$ cat config.mk
export PLATFORM = sky130hd
export DESIGN_NAME = class_score_accumulator_flat
export DESIGN_NICKNAME = d
export VERILOG_FILES = /design/src/rtl/class_score_accumulator_if.sv /design/src/rtl/class_score_accumulator.sv /design/src/flat_wrapper.sv
export SDC_FILE = /design/constraint.sdc
export NUM_CORES = 2
export LEC_CHECK = 0
export ABC_AREA = 1
export CORE_MARGIN = 1
export CORE_UTILIZATION = 55
export CTS_CLUSTER_DIAMETER = 200
export DETAILED_ROUTE_END_ITERATION = 10
export GPL_TIMING_DRIVEN = 1
export PLACE_DENSITY = 0.84
export SYNTH_ARGS = -nofsm -noshare
export SYNTH_HDL_FRONTEND = slang
export SYNTH_SLANG_ARGS = --single-unit
$ cat constraint.sdc
create_clock -name Clk -period 4.3 [get_ports Clk]
set_input_delay 0.86 -clock Clk [delete_from_list [all_inputs] [get_ports Clk]]
set_output_delay 0.86 -clock Clk [all_outputs]
set_load 0.01 [all_outputs]
$ cat src/rtl/class_score_accumulator_if.sv
// class_score_accumulator_if: activation/weight stream and score result bundle
//   start, in_valid, in_data, w_data : driven by the producer (master)
//   in_ready, busy, scores_valid, scores : driven by the accumulator (slave)
interface class_score_accumulator_if #(
    parameter int IN_W  = 8,
    parameter int W_W   = 8,
    parameter int OUT_W = 11
);
    logic                 start;
    logic                 in_valid;
    logic                 in_ready;
    logic [IN_W-1:0]      in_data;
    logic [8*W_W-1:0]     w_data;
    logic                 busy;
    logic                 scores_valid;
    logic [8*OUT_W-1:0]   scores;
    modport master (
        output start, in_valid, in_data, w_data,
        input  in_ready, busy, scores_valid, scores
    );
    modport slave (
        input  start, in_valid, in_data, w_data,
        output in_ready, busy, scores_valid, scores
    );
endinterface

$ cat src/rtl/class_score_accumulator.sv
// class_score_accumulator: dense output layer, 8-class multiply-accumulate with scaled/clamped scores
//   Clk      : rising-edge clock
//   Reset_n  : asynchronous active-low reset
//   bus      : slave side of class_score_accumulator_if
//              start/in_valid/in_data/w_data in; in_ready/busy/scores_valid/scores out
//   Macro SCORE_SAT_EN: defined -> scores saturate to the signed OUT_W range,
//                       undefined -> scores keep the low OUT_W bits (wrap).
module class_score_accumulator #(
    parameter int N_IN  = 64,
    parameter int IN_W  = 8,
    parameter int W_W   = 8,
    parameter int ACC_W = 24,
    parameter int SHIFT = 4,
    parameter int OUT_W = 11
) (
    input  logic                   Clk,
    input  logic                   Reset_n,
    class_score_accumulator_if.slave bus
);
    localparam int CW = $clog2(N_IN);
    typedef enum logic [1:0] {IDLE, ACCUM, FINAL, DONE} state_t;
    state_t                      state, state_nx;
    logic [CW-1:0]               cnt;
    logic signed [ACC_W-1:0]     acc [8];
    logic signed [IN_W+W_W-1:0]  prod [8];
    logic [8*OUT_W-1:0]          scores_q, scores_nx;
    logic                        fire, last, clr;
    assign fire = bus.in_valid && bus.in_ready;
    assign last = cnt == CW'(N_IN - 1);
    // start only restarts from an idle or finished result, never mid-accumulation
    assign clr  = bus.start && (state == IDLE || state == DONE);
    always_ff @(posedge Clk or negedge Reset_n) begin
        if (!Reset_n)
            state <= IDLE;
        else
            state <= state_nx;
    end
    always_comb begin
        state_nx = state == IDLE  ? (bus.start ? ACCUM : IDLE) :
                   state == ACCUM ? (fire && last ? FINAL : ACCUM) :
                   state == FINAL ? DONE :
                                    (bus.start ? ACCUM : DONE);
    end
    // scores_valid is a pure decode of the registered state, so it cannot glitch
    always_comb begin
        bus.in_ready     = state == ACCUM;
        bus.busy         = state == ACCUM || state == FINAL;
        bus.scores_valid = state == DONE;
        bus.scores       = scores_q;
    end
    always_comb begin
        for (int k = 0; k < 8; k++)
            prod[k] = $signed(bus.in_data) * $signed(bus.w_data[k*W_W +: W_W]);
    end
`ifdef SCORE_SAT_EN
    localparam logic signed [ACC_W-1:0] SMAX = ACC_W'((1 << (OUT_W - 1)) - 1);
    localparam logic signed [ACC_W-1:0] SMIN = -SMAX - ACC_W'(1);
    logic signed [ACC_W-1:0] sh [8];
    always_comb begin
        scores_nx = '0;
        for (int k = 0; k < 8; k++) begin
            sh[k] = acc[k] >>> SHIFT;
            scores_nx[k*OUT_W +: OUT_W] = sh[k] > SMAX ? SMAX[OUT_W-1:0] :
                                          sh[k] < SMIN ? SMIN[OUT_W-1:0] :
                                                         sh[k][OUT_W-1:0];
        end
    end
`else
    always_comb begin
        scores_nx = '0;
        for (int k = 0; k < 8; k++)
            scores_nx[k*OUT_W +: OUT_W] = OUT_W'(acc[k] >>> SHIFT);
    end
`endif
    always_ff @(posedge Clk or negedge Reset_n) begin
        if (!Reset_n) begin
            cnt      <= '0;
            scores_q <= '0;
            for (int k = 0; k < 8; k++)
                acc[k] <= '0;
        end else begin
            if (clr) begin
                cnt <= '0;
                for (int k = 0; k < 8; k++)
                    acc[k] <= '0;
            end else if (fire) begin
                cnt <= cnt + CW'(1);
                for (int k = 0; k < 8; k++)
                    acc[k] <= acc[k] + ACC_W'(prod[k]);
            end
            if (state == FINAL)
                scores_q <= scores_nx;
        end
    end
endmodule

$ cat src/flat_wrapper.sv
// flat-port wrapper written by rule: the top's interface ports become plain ports
module class_score_accumulator_flat 
#(
    parameter int N_IN  = 64,
    parameter int IN_W  = 8,
    parameter int W_W   = 8,
    parameter int ACC_W = 24,
    parameter int SHIFT = 4,
    parameter int OUT_W = 11
)
  (Clk, Reset_n, bus_start, bus_in_valid, bus_in_data, bus_w_data, bus_in_ready, bus_busy, bus_scores_valid, bus_scores);
  class_score_accumulator_if #(.IN_W(IN_W), .W_W(W_W), .OUT_W(OUT_W)) bus_i ();
  input  logic Clk;
  input  logic Reset_n;
  input wire logic [$bits(bus_i.start)-1:0] bus_start;
  input wire logic [$bits(bus_i.in_valid)-1:0] bus_in_valid;
  input wire logic [$bits(bus_i.in_data)-1:0] bus_in_data;
  input wire logic [$bits(bus_i.w_data)-1:0] bus_w_data;
  output wire logic [$bits(bus_i.in_ready)-1:0] bus_in_ready;
  output wire logic [$bits(bus_i.busy)-1:0] bus_busy;
  output wire logic [$bits(bus_i.scores_valid)-1:0] bus_scores_valid;
  output wire logic [$bits(bus_i.scores)-1:0] bus_scores;
  assign bus_i.start = bus_start;
  assign bus_i.in_valid = bus_in_valid;
  assign bus_i.in_data = bus_in_data;
  assign bus_i.w_data = bus_w_data;
  assign bus_in_ready = bus_i.in_ready;
  assign bus_busy = bus_i.busy;
  assign bus_scores_valid = bus_i.scores_valid;
  assign bus_scores = bus_i.scores;
  class_score_accumulator #(.N_IN(N_IN), .IN_W(IN_W), .W_W(W_W), .ACC_W(ACC_W), .SHIFT(SHIFT), .OUT_W(OUT_W)) u_core (.Clk(Clk), .Reset_n(Reset_n), .bus(bus_i));
endmodule
==> flow_metrics.tcl <==
set metrics [dict create \
    status "finished, violations left" \
    synthCells 3704 \
    maxCapViolations 0 \
    area_growth_pct 35.06 \
    ios 167 \
    die_h_um 240.3 \
    clockBufferDepth 3 \
    yosysTopAreaCellShare 0.3385 \
    viasPerCell 5.770 \
    async_reset_ff_frac 1.000 \
    die_w_um 240.3 \
    routed_wl_um 109300 \
    use_met1 0.4072 \
    synth_ff_type "dfrtp_1" \
    synthTopCellsByArea "fa_1, dfrtp_1, inv_1, ha_1, nand2_1" \
    gp_congestion 0.9406 \
    fillers 3292 \
    worst-endpoint-arrival_ns 5.42 \
    ys_seq_area_frac 0.1731 \
    reg2reg_depth 18 \
    worstSetupStartpointType "input pin" \
    yosys_warnings 0 \
    ys_types 44 \
    drcViolationCount 0 \
    min_path_type "in2async" \
    top_usage_layer "met2" \
    grt_pass1_wl_um 149900 \
    routed-via-count 28534 \
    period_minus_slack_ns 4.882 \
    initial_core_util 0.5612 \
    dieArea_mm2 0.05772 \
    syn_nets 4585 \
    cts_tree "yes" \
    wire_per_inst_um 22.09 \
    hpwl_um 65290 \
    reg2reg_slack_ns -0.27 \
    critPathMaxFanout 6 \
    r2r-start "u_core.acc[174]" \
    fmax_ghz 0.2048 \
    clkLatencyLatePin_ns 0.61 \
    slew_violations 0 \
    post_synth_instance_area_mm2 0.03122 \
    end_kind "flop" \
    grt_pass1_vias 29063 \
    fin_tns_setup_ns -12.77 \
    setup_viol 61 \
    clkSlewWorstSetupHoldPaths_ns 0.07 \
    clock-sinks 216 \
    clock-skew-final_ns 0.01374 \
    rsz0062_at_grt "yes" \
    path_class "in2reg" \
    synth_edf_count 0 \
    dr.first_iter.drc_count 2653 \
    layout.nets 5055 \
    period_share 1.135 \
    grt_start_max_net_pins 94 \
    grtUsageTotal 0.3359 \
    design.core.area_mm2 0.05563 \
    grt_util_met3 0.06073 \
    ys_ff_latch 216 \
    first_pass_iters 6 \
    rows 86 \
    crit_required_ns 4.84 \
    globalRouteOverflowTotal 0 \
    ant_nets 0 \
    dp_slack_ns -1.113 \
    h-tree-depth 1 \
    cts_made_buffers 28 \
    cts-root-buf "clkbuf_16" \
    finalHoldViolCount 0 \
    port_buffers 166 \
    drive_gt1_frac 0.2893 \
    worst_slack_ns -0.5817 \
    use_met2 0.5659 \
    yosys.area.top_type "fa_1" \
    violations "negative setup slack" \
    worstMarginPinSlew_ns 1.098 \
    maxSlewHeadroom 0.2677 \
    antenna_found_initial 2 \
    r2r-end "u_core.acc[177]" \
    syn_avg_cell_area_um2 8.429 \
]
[metrics by stage]
stage / utilization / hold slack, ns / instances / cell area (um^2)
after floorplan: - / 0.4535 / 3704 / 33070
after global placement: 0.6691 / 0.4716 / 4775 / 37220
after detailed placement: 0.6691 / 0.4867 / 4775 / 37220
after CTS: 0.7239 / 0.3076 / 4879 / 40270
after global routing: 0.7580 / 0.3422 / 4945 / 42170
final: 0.7580 / 0.2660 / 4945 / 42170
[cells in the final DEF (no fill, tap or decap), types with 53 or more instances in the layout]
master | netlist | routed
fa_1 | 528 | 473
nor2_1 | 162 | 143
inv_2 | 3 | 99
ha_1 | 277 | 153
dfrtp_1 | 216 | 216
buf_4 | 8 | 279
a21oi_1 | 112 | 69
fa_2 | 0 | 55
nand2_1 | 848 | 704
nand2_4 | 5 | 53
clkdlybuf4s50_1 | 0 | 93
buf_6 | 1 | 78
ha_4 | 0 | 122
nand2_2 | 7 | 97
inv_1 | 941 | 813
[cells in the mapped netlist (2+ instances only)]
library cell  count
a21oi_1         112
nor2_1          162
clkbuf_2         31
xnor2_1          30
inv_2             3
xor2_1           34
clkbuf_1         63
nand2_1         848
a22o_1            9
ha_1            277
o21bai_1         17
o22ai_1          17
nor2_2            3
mux2_2           45
nand4_1           9
buf_2            32
buf_4             8
nand3_1          72
nor3_1           27
or2_1             2
nand2b_1          2
o21ai_0         102
and2_1            6
o32ai_1           6
a31oi_1          17
dfrtp_1         216
nand3b_1          4
or2_0             2
nand2_4           5
a21o_1            8
buf_1            16
o31ai_1          24
a21oi_2           2
inv_1           941
nand2_2           7
o21ai_1           9
o21ai_2           2
fa_1            528
[registers in the layout (all words and copies together) (netlist names)]
signal             flops
u_core.bus.scores     88
u_core.cnt             6
u_core.state           2
u_core.acc           120
[area by class of cell]
cell class / instances / area [um^2] / area share
repair buffers: 592 / 6067 / 0.1439
flip-flops and latches: 216 / 5405 / 0.1282
well taps: 748 / 935.9 / 0.02219
clock buffers: 38 / 809.5 / 0.01920
multi-input cells: 2392 / 25050 / 0.5941
clock inverters: 14 / 254.0 / 0.006023
diodes: 1 / 2.502 / 0.00005934
inverters: 944 / 3643 / 0.08640
[worst max-delay path: stages]
cell,delay [ns]
clkdlybuf4s15_2,0.25
inv_2,0.07
buf_4,0.17
nor2_1,0.51
fa_1,0.59
inv_2,0.09
fa_1,0.41
inv_1,0.08
fa_1,0.46
fa_1,0.61
ha_4,0.23
ha_4,0.29
nand2_4,0.07
nor3_4,0.22
nand3_2,0.10
nand3_2,0.10
inv_1,0.04
nand3_1,0.06
nand3_1,0.07
nand2_1,0.12
[cells by family after synthesis]
kind of cell	after synthesis	share of synthesized area
buffers and inverters	1096	0.1360
AND/OR/NAND/NOR	1152	0.1472
XOR/XNOR	64	0.01795
multiplexers	45	0.01623
AO/OA/AOI/OAI	326	0.05995
flip-flops	216	0.1731
adder cells (fa/ha/maj)	805	0.4495
[worst max path at each step]
| stage | from | end | slack [ns] |
|---|---|---|---|
| 2_1_floorplan | bus_in_data[7] | u_core.acc[36] | -0.50 |
| 3_3_place_gp | bus_w_data[59] | u_core.acc[14] | -1.01 |
| 3_5_place_dp | bus_w_data[5] | u_core.acc[178] | -1.11 |
| 4_1_cts | bus_in_data[5] | u_core.acc[38] | -0.10 |
| 5_1_grt | bus_w_data[7] | u_core.acc[182] | -0.70 |
| 6_report | bus_w_data[7] | u_core.acc[182] | -0.58 |
[metal layers]
metal,vias to the layer above,wire (um),part of all wire
met5,-,10,0.000092
met4,2,9871,0.090
met3,745,11580,0.11
met2,2026,52200,0.48
met1,13848,35590,0.33
li1,11913,-,-
[what timing repair did]
action,CTS,global route
pin swaps,168,352
gates resized for setup,448,443
hold buffers,0,0
setup buffers,42,64
cloned,11,5
endpoints found under the setup margin,71,62
Power is left out: the tool's default activity adds up to more than one toggle a clock period on the data nets, which glitch-free logic cannot reach.
